[config.mk]
export PLATFORM = sky130hd
export DESIGN_NAME = flash_bus_bridge
export DESIGN_NICKNAME = d
export VERILOG_FILES = /design/src/rtl/flash_bus_pkg.sv /design/src/rtl/bus_sync_edge.sv /design/src/rtl/flash_bus_bridge.sv
export SDC_FILE = /design/constraint.sdc
export NUM_CORES = 1
export LEC_CHECK = 0
export BUFFER_PORTS_ARGS = -buffer_cell sky130_fd_sc_hd__buf_2
export CORE_MARGIN = 3
export CORE_UTILIZATION = 50
export DETAILED_ROUTE_END_ITERATION = 16
export PLACE_DENSITY = 0.76
export SYNTH_ARGS = -nofsm -noshare
export SYNTH_HDL_FRONTEND = slang
export SYNTH_SLANG_ARGS = --single-unit
[constraint.sdc]
create_clock -name clk -period 2.6 [get_ports clk]
set_input_delay 0.39 -clock clk [delete_from_list [all_inputs] [get_ports clk]]
set_output_delay 0.39 -clock clk [all_outputs]
set_load 0.02 [all_outputs]
[src/rtl/flash_bus_pkg.sv]
// -----------------------------------------------------------------------------
// flash_bus_pkg
//   Shared definitions for the 6809-to-SPI-flash bus bridge:
//     - FLASH_ADDR_W   : width of the flash byte address (24)
//     - IDLE_READ_DATA : value returned to the CPU when no read data exists
//     - bridge_state_e : transaction FSM states
//     - flash_req_t    : one request towards the SPI engine
// -----------------------------------------------------------------------------
package flash_bus_pkg;

  localparam int         FLASH_ADDR_W   = 24;
  localparam logic [7:0] IDLE_READ_DATA = 8'hFF;

  typedef enum logic [2:0] {
    ST_IDLE,
    ST_WR_REQ,
    ST_WR_WAIT,
    ST_RD_REQ,
    ST_RD_WAIT
  } bridge_state_e;

  typedef struct packed {
    logic                    write;
    logic [FLASH_ADDR_W-1:0] addr;
    logic [7:0]              wdata;
  } flash_req_t;

endpackage

[src/rtl/bus_sync_edge.sv]
// -----------------------------------------------------------------------------
// bus_sync_edge
//   Brings one asynchronous CPU strobe into the clk domain through a chain of
//   SYNC_STAGES flops (minimum 2) and derives single-cycle edge pulses from
//   the last stage and one extra delay flop.
//
//   Ports:
//     clk    in   system clock
//     reset  in   asynchronous active-low reset (clears the chain)
//     d      in   asynchronous input
//     level  out  synchronised level
//     rise   out  one-cycle pulse on a 0->1 transition of level
//     fall   out  one-cycle pulse on a 1->0 transition of level
// -----------------------------------------------------------------------------
module bus_sync_edge #(
  parameter int SYNC_STAGES = 2
) (
  input  logic clk,
  input  logic reset,
  input  logic d,
  output logic level,
  output logic rise,
  output logic fall
);

  logic [SYNC_STAGES-1:0] sync_q;
  logic                   dly_q;

  // NOTE: clocked state uses non-blocking assignments so every flop samples
  // the pre-edge value of its neighbour; blocking here would collapse the chain.
  always_ff @(posedge clk or negedge reset) begin
    if (!reset) begin
      sync_q <= '0;
      dly_q  <= 1'b0;
    end else begin
      sync_q <= {sync_q[SYNC_STAGES-2:0], d};
      dly_q  <= sync_q[SYNC_STAGES-1];
    end
  end

  assign level = sync_q[SYNC_STAGES-1];
  assign rise  = level & ~dly_q;
  assign fall  = ~level & dly_q;

endmodule

[src/rtl/flash_bus_bridge.sv]
// -----------------------------------------------------------------------------
// flash_bus_bridge
//   Upstream front end of the SPI flash engine. Synchronises the 6809 bus
//   strobes, turns every selected bus cycle into one request/response
//   transaction and stretches the CPU cycle (MRDY low) while read data is
//   outstanding. Writes are posted through a one-entry buffer; the CPU only
//   stalls on a write while that buffer is still occupied.
//
//   Ports:
//     clk, reset            system clock, asynchronous active-low reset
//     spi_ce                decoded chip select of the flash window (async)
//     i_enable, i_Q         6809 E and Q strobes (async)
//     i_RW                  6809 R/W, 1 = read
//     i_ADDRESS_BUS         6809 address (low ADDR_BITS forwarded)
//     i_DataBus             6809 write data
//     o_MemoryReady         MRDY, 0 stretches the bus cycle
//     o_rd_data             read data towards the CPU data-bus driver
//     o_req_*               request to the SPI engine (valid/ready handshake)
//     i_req_ready           engine accepts the request this cycle
//     i_rsp_valid/i_rsp_data  one-cycle completion pulse and read byte
//     o_timeout             sticky: a request never completed in time
// -----------------------------------------------------------------------------
module flash_bus_bridge
  import flash_bus_pkg::*;
#(
  parameter int SYNC_STAGES    = 2,
  parameter int ADDR_BITS      = 12,    // 1..15
  parameter int TIMEOUT_CYCLES = 4096
) (
  input  logic                    clk,
  input  logic                    reset,
  input  logic                    spi_ce,
  input  logic                    i_enable,
  input  logic                    i_Q,
  input  logic                    i_RW,
  input  logic [15:0]             i_ADDRESS_BUS,
  input  logic [7:0]              i_DataBus,
  output logic                    o_MemoryReady,
  output logic [7:0]              o_rd_data,
  output logic                    o_req_valid,
  output logic                    o_req_write,
  output logic [FLASH_ADDR_W-1:0] o_req_addr,
  output logic [7:0]              o_req_wdata,
  input  logic                    i_req_ready,
  input  logic                    i_rsp_valid,
  input  logic [7:0]              i_rsp_data,
  output logic                    o_timeout
);

  localparam int TW = $clog2(TIMEOUT_CYCLES + 1);

  // ---------------------------------------------------------------------------
  // Strobe synchronisers
  // ---------------------------------------------------------------------------
  logic e_level, e_rise, e_fall;
  logic q_level, q_rise, q_fall;
  logic ce_level, ce_rise, ce_fall;

  bus_sync_edge #(.SYNC_STAGES(SYNC_STAGES)) u_sync_e (
    .clk   (clk),
    .reset (reset),
    .d     (i_enable),
    .level (e_level),
    .rise  (e_rise),
    .fall  (e_fall)
  );

  bus_sync_edge #(.SYNC_STAGES(SYNC_STAGES)) u_sync_q (
    .clk   (clk),
    .reset (reset),
    .d     (i_Q),
    .level (q_level),
    .rise  (q_rise),
    .fall  (q_fall)
  );

  bus_sync_edge #(.SYNC_STAGES(SYNC_STAGES)) u_sync_ce (
    .clk   (clk),
    .reset (reset),
    .d     (spi_ce),
    .level (ce_level),
    .rise  (ce_rise),
    .fall  (ce_fall)
  );

  logic unused_inputs;
  assign unused_inputs = &{1'b0, i_ADDRESS_BUS[15:ADDR_BITS], e_level, e_rise,
                           q_level, q_fall, ce_rise, ce_fall};

  // ---------------------------------------------------------------------------
  // State
  // ---------------------------------------------------------------------------
  bridge_state_e          state_q, state_d;
  flash_req_t             req_q, req_d;
  logic                   req_valid_q, req_valid_d;
  logic                   mrdy_q, mrdy_d;
  logic [7:0]             rd_data_q, rd_data_d;
  logic                   timeout_q, timeout_d;
  logic [TW-1:0]          tcnt_q, tcnt_d;
  logic                   wbuf_full_q, wbuf_full_d;
  logic [ADDR_BITS-1:0]   wbuf_addr_q, wbuf_addr_d;
  logic [7:0]             wbuf_data_q, wbuf_data_d;
  logic [ADDR_BITS-1:0]   addr_hold_q, addr_hold_d;
  logic                   wr_pending_q, wr_pending_d;   // write seen at Q, data due at E fall
  logic                   wr_stall_q, wr_stall_d;       // MRDY held low for a write
  logic                   rd_pending_q, rd_pending_d;   // read accepted from the CPU, not yet answered

  // Bus-cycle events; R/W and address are stable on the pins by the Q rise.
  logic                 sel_cycle, rd_start, wr_start, rd_want;
  logic [ADDR_BITS-1:0] rd_addr_now;
  logic                 tmo_hit, buf_clear;

  assign sel_cycle   = q_rise & ce_level;
  assign rd_start    = sel_cycle & i_RW;
  assign wr_start    = sel_cycle & ~i_RW;
  assign rd_want     = rd_pending_q | rd_start;
  assign rd_addr_now = rd_start ? i_ADDRESS_BUS[ADDR_BITS-1:0] : addr_hold_q;
  assign tmo_hit     = (tcnt_q == TW'(TIMEOUT_CYCLES - 1));
  // The buffer empties on this edge: its write completed or was abandoned.
  assign buf_clear   = (state_q == ST_WR_WAIT) & (i_rsp_valid | tmo_hit);

  // ---------------------------------------------------------------------------
  // Next-state logic
  // ---------------------------------------------------------------------------
  always_comb begin
    // NOTE: every target gets its hold value first, so no path through this
    // block leaves a signal unassigned and no latch can be inferred.
    state_d      = state_q;
    req_d        = req_q;
    req_valid_d  = req_valid_q;
    mrdy_d       = mrdy_q;
    rd_data_d    = rd_data_q;
    timeout_d    = timeout_q;
    tcnt_d       = tcnt_q;
    wbuf_full_d  = wbuf_full_q;
    wbuf_addr_d  = wbuf_addr_q;
    wbuf_data_d  = wbuf_data_q;
    addr_hold_d  = addr_hold_q;
    wr_pending_d = wr_pending_q;
    wr_stall_d   = wr_stall_q;
    rd_pending_d = rd_pending_q;

    unique case (state_q)
      ST_IDLE: begin
        // A full buffer always drains first so a read never overtakes a write.
        if (wbuf_full_q) begin
          state_d     = ST_WR_REQ;
          req_valid_d = 1'b1;
          req_d.write = 1'b1;
          req_d.addr  = FLASH_ADDR_W'(wbuf_addr_q);
          req_d.wdata = wbuf_data_q;
        end else if (rd_want) begin
          state_d     = ST_RD_REQ;
          req_valid_d = 1'b1;
          req_d.write = 1'b0;
          req_d.addr  = FLASH_ADDR_W'(rd_addr_now);
        end
      end

      ST_WR_REQ: begin
        if (i_req_ready) begin
          state_d     = ST_WR_WAIT;
          req_valid_d = 1'b0;
          tcnt_d      = '0;
        end
      end

      ST_WR_WAIT: begin
        if (i_rsp_valid) begin
          wbuf_full_d = 1'b0;
          if (rd_want) begin
            state_d     = ST_RD_REQ;
            req_valid_d = 1'b1;
            req_d.write = 1'b0;
            req_d.addr  = FLASH_ADDR_W'(rd_addr_now);
          end else begin
            state_d = ST_IDLE;
          end
        end else if (tmo_hit) begin
          // Abandon the write and any read queued behind it.
          state_d      = ST_IDLE;
          timeout_d    = 1'b1;
          wbuf_full_d  = 1'b0;
          mrdy_d       = 1'b1;
          wr_stall_d   = 1'b0;
          rd_pending_d = 1'b0;
          if (rd_pending_q) rd_data_d = IDLE_READ_DATA;
        end else begin
          tcnt_d = tcnt_q + TW'(1);
        end
      end

      ST_RD_REQ: begin
        if (i_req_ready) begin
          state_d     = ST_RD_WAIT;
          req_valid_d = 1'b0;
          tcnt_d      = '0;
        end
      end

      ST_RD_WAIT: begin
        if (i_rsp_valid) begin
          state_d      = ST_IDLE;
          rd_data_d    = i_rsp_data;
          mrdy_d       = 1'b1;
          rd_pending_d = 1'b0;
        end else if (tmo_hit) begin
          state_d      = ST_IDLE;
          timeout_d    = 1'b1;
          rd_data_d    = IDLE_READ_DATA;
          mrdy_d       = 1'b1;
          rd_pending_d = 1'b0;
        end else begin
          tcnt_d = tcnt_q + TW'(1);
        end
      end

      default: state_d = ST_IDLE;
    endcase

    // CPU-side bus events, evaluated after the FSM so they take precedence.
    if (sel_cycle) addr_hold_d = i_ADDRESS_BUS[ADDR_BITS-1:0];

    if (rd_start) begin
      rd_pending_d = 1'b1;
      mrdy_d       = 1'b0;
    end

    if (wr_start) begin
      wr_pending_d = 1'b1;
      // A buffer emptying on this very edge counts as empty: no stall.
      if (wbuf_full_q && !buf_clear) begin
        wr_stall_d = 1'b1;
        mrdy_d     = 1'b0;
      end
    end

    if (buf_clear && wr_stall_q) begin
      wr_stall_d = 1'b0;
      mrdy_d     = 1'b1;
    end

    // Write data is valid at the E fall; the stalled case only gets here
    // once MRDY released E, i.e. after the buffer drained.
    if (e_fall && wr_pending_q) begin
      wr_pending_d = 1'b0;
      if (!wbuf_full_q || buf_clear) begin
        wbuf_full_d = 1'b1;
        wbuf_addr_d = addr_hold_q;
        wbuf_data_d = i_DataBus;
      end
    end
  end

  // ---------------------------------------------------------------------------
  // State register
  // ---------------------------------------------------------------------------
  always_ff @(posedge clk or negedge reset) begin
    if (!reset) begin
      state_q      <= ST_IDLE;
      req_q        <= '0;
      req_valid_q  <= 1'b0;
      mrdy_q       <= 1'b1;
      rd_data_q    <= IDLE_READ_DATA;
      timeout_q    <= 1'b0;
      tcnt_q       <= '0;
      wbuf_full_q  <= 1'b0;
      wbuf_addr_q  <= '0;
      wbuf_data_q  <= '0;
      addr_hold_q  <= '0;
      wr_pending_q <= 1'b0;
      wr_stall_q   <= 1'b0;
      rd_pending_q <= 1'b0;
    end else begin
      state_q      <= state_d;
      req_q        <= req_d;
      req_valid_q  <= req_valid_d;
      mrdy_q       <= mrdy_d;
      rd_data_q    <= rd_data_d;
      timeout_q    <= timeout_d;
      tcnt_q       <= tcnt_d;
      wbuf_full_q  <= wbuf_full_d;
      wbuf_addr_q  <= wbuf_addr_d;
      wbuf_data_q  <= wbuf_data_d;
      addr_hold_q  <= addr_hold_d;
      wr_pending_q <= wr_pending_d;
      wr_stall_q   <= wr_stall_d;
      rd_pending_q <= rd_pending_d;
    end
  end

  assign o_MemoryReady = mrdy_q;
  assign o_rd_data     = rd_data_q;
  assign o_req_valid   = req_valid_q;
  assign o_req_write   = req_q.write;
  assign o_req_addr    = req_q.addr;
  assign o_req_wdata   = req_q.wdata;
  assign o_timeout     = timeout_q;

endmodule

[Word level (Yosys, flattened, before mapping)]
Cells that the tools add are included.
Cells by class
  reduce and logical (&&, ||, !) cells: 24
  bitwise operators: 12
  add/subtract/negate cells: 1
  equality and inequality tests: 17
  mux-type cells: 55
Operators by type and width (count)
  two-way mux 25 bit: 3
  one-hot mux 25 bit (2 select lines): 1
  two-way mux 8 bit: 5
  two-way mux 13 bit: 3
  two-way mux 1 bit: 28
  one-hot mux 13 bit (2 select lines): 1
  two-way mux 3 bit: 7
  inequality test 2 bit (second input constant): 8
  one-hot mux 8 bit (2 select lines): 1
  one-hot mux 3 bit (5 select lines): 1
  adder 13 x 1 -> 13 bit (second input constant): 1
  == test 13 x 12 -> 1 bit (second input constant): 1
  two-way mux 12 bit: 1
  inequality test 3 bit (second input constant): 3
  AND reduction 3 bit: 3
  AND reduction 2 bit: 4
  nonzero test 2 bit: 4
  bitwise AND 1 bit: 6
  == test 3 x 2 -> 1 bit (second input constant): 2
  nonzero test 3 bit: 2
  AND reduction 5 bit: 1
  inverter 1 bit: 4
  one-hot mux 1 bit (2 select lines): 2
  AND reduction 4 bit: 1
  11 further kinds: 16
Word-level totals
  input bits: 40
  register bits after elaboration: 104
  logic and storage cells: 130

[Logic depth before layout (Yosys ltp)]
  depth in word-level cells: 8
  gate-level depth with buffers: 6

[Modules after synthesis]
Synthesis repeated with hierarchy kept, for this count alone.
Unflattened totals
  cells, all modules: 350
  area, all modules: 4384.2 um^2
By module, submodules not included
  flash_bus_bridge: area each 4113.9 um^2, cells an instance 335, instances 1
  bus_sync_edge: area each 90.1 um^2, cells an instance 5, instances 3

[Least setup slack after synthesis]
Ideal clock, no wire load.
  path type: register to register
  start: reg tcnt_q[0]
  end: reg wbuf_addr_q[0]
  arrival time: 1.673 ns
  data required time: 2.475 ns
  clock period less this slack: 1.798 ns
  path slack: 0.802 ns
  setup time: 0.125 ns
  stages on the path, launching flop included: 7
  cell sequence: dfrtp_1 > ha_1 > nand4_1 > o41ai_4 > a21oi_2 > buf_6 > mux2_4
Between the ends
  word-level cells in the longest chain between the ends: 5
Ends and longest elaborated chain
  from (decl): line flash_bus_bridge.sv:99  | logic [TW-1:0] tcnt_q, tcnt_d;
  from (signal assigned): line flash_bus_bridge.sv:281  | tcnt_q <= tcnt_d;
  == test 13 x 12 -> 1 bit: line flash_bus_bridge.sv:118  | assign tmo_hit = (tcnt_q == TW'(TIMEOUT_CYCLES - 1));
  bitwise OR 1 bit: line flash_bus_bridge.sv:120  | assign buf_clear = (state_q == ST_WR_WAIT) & (i_rsp_valid | tmo_hit);
  bitwise AND 1 bit: line flash_bus_bridge.sv:120
  logical OR 1 bit: line flash_bus_bridge.sv:247  | if (!wbuf_full_q || buf_clear) begin
  AND reduction 2 bit (no line)
  to (signal assigned): line flash_bus_bridge.sv:283  | wbuf_addr_q <= wbuf_addr_d;
  to (decl): line flash_bus_bridge.sv:101  | logic [ADDR_BITS-1:0] wbuf_addr_q, wbuf_addr_d;
No other way between the ends.
A chain may end at the register's enable or synchronous reset.

[Final worst setup path]
  start: reg tcnt_q[0]
  end: reg wbuf_data_q[4]
Between the ends
  word-level cells in the longest chain between the ends: 5
Ends and longest elaborated chain
  == test 13 x 12 -> 1 bit: line flash_bus_bridge.sv:118
  bitwise OR 1 bit: line flash_bus_bridge.sv:120
  bitwise AND 1 bit: line flash_bus_bridge.sv:120
  logical OR 1 bit: line flash_bus_bridge.sv:247
  AND reduction 2 bit (no line)
  to (signal assigned): line flash_bus_bridge.sv:284  | wbuf_data_q <= wbuf_data_d;
  to (decl): line flash_bus_bridge.sv:102  | logic [7:0] wbuf_data_q, wbuf_data_d;
No other way between the ends.

==> metrics.csv <==
stage,metric,value,unit
timing,final worst path period need,2.29,ns
final_layout,multi-input combinational cell area,0.00192,sq mm
routing,DRT iter0 DRCs,268,
critical_path,Worst path slowest cell,a21oi_4,
final_layout,"commonest non-fill, non-tap cell in the layout",dfrtp_1,
critical_path,CP max stage delay,0.80,ns
timing,Max Clk Rate,0.437,GHz
grt,largest net degree at the start of global routing,47,
final_layout,layout cells sized above 1,0.360,
grt,initial antenna violation count,0,
clock_network,Worst-path clk slew,0.12,ns
die,Core Footprint,0.00889,sq mm
timing,Slew headroom,0.330,
placement,GPL Wtd Cong,0.872,
logic_synthesis,share of flip-flops with an asynchronous set or reset,1.00,
placement,pre-CTS setup slack,0.347,ns
critical_path,capture point of the worst reg-to-reg path,wbuf_data_q[4],
clock_network,total clock sinks,104,
critical_path,worst r2r path cells,5,
clock_network,root buffer cell,clkbuf_8,
critical_path,worst reg2reg startpoint,tcnt_q[0],
critical_path,Worst setup EP type,flip-flop,
logic_synthesis,"Primary FF master, synth",dfrtp_1,
final_layout,final core utilization,0.608,
logic_synthesis,Avg Inst Size Synth,11.9,sq um
logic_synthesis,post-synthesis instance total,393,
die,boundary pin count,84,
routing,DRT Wirelength,9.48,mm
power,Lkg Pwr,2.59,nW
critical_path,CP Cell Sequence,ha_1 -> nand4_1 -> o41ai_4 -> a21oi_4 -> mux2_4,
clock_network,deepest clock path buffer count,2,
hold_path,worst hold path type,input pin to asynchronous set/reset pin,
timing,Final Max Tran Viols,0,
logic_synthesis,Netlist cell types,60,
clock_network,CTS buffer count,9,
final_layout,area grow syn2layout,15.5,%
logic_synthesis,Synth Warn #,0,
timing,Setup TNS,0,ns
status,status,"complete, but fails checks",
routing,drt wl/cell,16.2,microns
grt,all-layer global routing usage,0.187,
final_layout,Fillers,724,
final_layout,Inserted Diodes,0,
timing,worst clock skew,0.0193,ns
timing,Final setup viols,0,
placement,Placement Cell Area,0.00521,sq mm
critical_path,CP startpoint kind,flip-flop,
critical_path,R2R Setup Slk,0.31,ns
die,die area,0.0106,sq mm
logic_synthesis,"EDFF count, synth",0,
grt,first-pass GRT wire length,15.6,mm
power,Pwr per Cell Area,1040,mW/mm^2
timing,hold_ws,-0.000698,ns
final_layout,FF/Latch Area,0.00261,sq mm
routing,DRT Pass-1 Iters,5,
die,Std-Cell Rows,34,
timing,final hold violation count,2,
clock_network,PostCTS Resize Cnt,0,
final_layout,"Design Area, Final",0.00540,sq mm
final_layout,number of nets in the layout,514,
grt,vias in the first global route,3305,
routing,Antenna Violating Nets Remaining,0,
final_layout,"commonest non-fill, non-tap cells in the layout","95 x dfrtp_1, 79 x nand2_1, 78 x buf_2",
clock_network,hold buffer count at CTS,0,
flow_run,maxcap violations,0,
timing,fin crit share,0.880,
logic_synthesis,post-synth design cell area,0.00468,sq mm
die,Die X-Extent,103,microns
logic_synthesis,Yosys reg bits,104,
logic_synthesis,post-synthesis sequential area ratio,0.559,
clock_network,H-tree depth,3,
die,die height,103,microns
clock_network,worst skew pair latency,0.37,ns
routing,DR DRC count,0,
placement,HPWL after DPL,6.69,mm
grt,GRT overflow,0,
logic_synthesis,syn_nets,434,
timing,unrepaired setup endpoints after global routing,no,
critical_path,WP data required,2.86,ns
status,failing checks,negative hold slack,
critical_path,critical path type,flip-flop to flip-flop,
timing,Slew @ Worst Pin,1.00,ns
critical_path,CP Max Fanout,20,
critical_path,crit path DAT,2.54,ns
clock_network,CTS tree,built,
placement,Buffers on Ports,79,
timing,final worst slack,0.313,ns
routing,routed vias/inst,5.67,
power,worst ir drop on vdd,0.000493,V
clock_network,Post-CTS Setup Inserts,0,
routing,via count,3323,
die,starting density of the core,0.526,
sequential cells by signal, summed over array words and instances, names as in the netlist, 2 cells and up:
signal / flops
o_req_wdata: 8
o_rd_data: 8
tcnt_q: 13
state_q: 3
wbuf_data_q: 8
u_sync_q.sync_q: 2
u_sync_e.sync_q: 2
u_sync_ce.sync_q: 2
addr_hold_q: 12
wbuf_addr_q: 12
o_req_addr: 24
synth_stat cells, types with 2 or more instances:
cell type | number | area share
dfrtp_1 | 95 | 0.51
nand2_1 | 79 | 0.063
mux2_4 | 20 | 0.064
nand3_1 | 18 | 0.019
nor2b_1 | 15 | 0.020
clkbuf_1 | 13 | 0.010
o221a_2 | 12 | 0.029
dfstp_2 | 9 | 0.051
mux2_2 | 9 | 0.022
mux2i_1 | 8 | 0.017
nand2b_1 | 8 | 0.011
nor2_1 | 8 | 0.0064
o22a_1 | 8 | 0.015
a211oi_1 | 6 | 0.0096
inv_1 | 6 | 0.0048
buf_2 | 5 | 0.0053
nor3_1 | 5 | 0.0053
a21oi_1 | 4 | 0.0043
nand4_1 | 4 | 0.0053
o21ai_0 | 4 | 0.0043
a31oi_1 | 3 | 0.0040
buf_4 | 3 | 0.0048
buf_6 | 3 | 0.0072
nand3b_1 | 3 | 0.0048
a2111oi_4 | 2 | 0.012
a211o_1 | 2 | 0.0037
a32oi_1 | 2 | 0.0037
and3_1 | 2 | 0.0027
and4_1 | 2 | 0.0037
nand4b_1 | 2 | 0.0037
o31ai_1 | 2 | 0.0032
or2_2 | 2 | 0.0027
or3b_1 | 2 | 0.0037
critical path: cells and delay by family, from the launching register on:
family / cells / cell delay (ns)
mux: 1 / 0.35
compound gates: 2 / 0.90
flops: 1 / 0.42
fa+ha+maj: 1 / 0.29
simple gates: 1 / 0.21
metrics by stage:
| stage | power [mW] | hold WS (ns) | cells |
|---|---|---|---|
| floorplan | 4.03 | 0.0944 | 393 |
| global placement | 4.56 | 0.332 | 570 |
| detailed placement | 4.66 | 0.336 | 570 |
| CTS | 5.65 | 0.00789 | 586 |
| global route | 5.95 | 0.0263 | 586 |
| finish | 5.60 | -0.000698 | 586 |
worst max-delay path by stage:
stage               from               to  slack [ns]  depth (start not counted)
2_1_floorplan  tcnt_q[0]   wbuf_addr_q[0]        0.80                          6
3_3_place_gp   tcnt_q[0]   wbuf_data_q[0]        0.37                          5
3_5_place_dp   tcnt_q[0]  wbuf_addr_q[11]        0.35                          5
4_1_cts        tcnt_q[0]  wbuf_addr_q[11]        0.34                          5
5_1_grt        tcnt_q[0]        tcnt_q[0]        0.24                          6
6_report       tcnt_q[0]   wbuf_data_q[4]        0.31                          5
cell type report:
class,count,share of cell area
Timing Repair Buffer,93,0.0954
Clock inverter,6,0.0111
Tap cell,108,0.0250
Sequential cell,104,0.484
Multi-Input combinational cell,259,0.355
Inverter,6,0.00417
Clock buffer,10,0.0255
power by group:
part	switching [mW]	internal (mW)	leakage, nW
clock	0.593	0.396	0.0942
combinational	1.17	0.996	1.21
sequential	0.298	2.15	1.29
routing by layer:
metal | share of wire | GRT usage | vias up
li1 | - | - | 1564
met1 | 0.45 | 0.251 | 1616
met2 | 0.48 | 0.305 | 123
met3 | 0.055 | 0.0345 | 20
met4 | 0.017 | 0.0677 | 0
met5 | 0 | 0 | -
cell families (layout without fill, tap and decap cells):
logic type               count (synthesis)  count (layout)  share of synthesized area
AND/OR/NAND/NOR                        158             158                      0.166
flip-flops                             104             104                      0.559
AO/OA/AOI/OAI                           62              62                      0.133
multiplexers                            37              37                      0.103
buffers and inverters                   30             115                     0.0326
adder cells (fa/ha/maj)                  1               1                    0.00267
XOR/XNOR                                 1               1                    0.00348
Note: power is estimated with default switching activity, not from simulation.
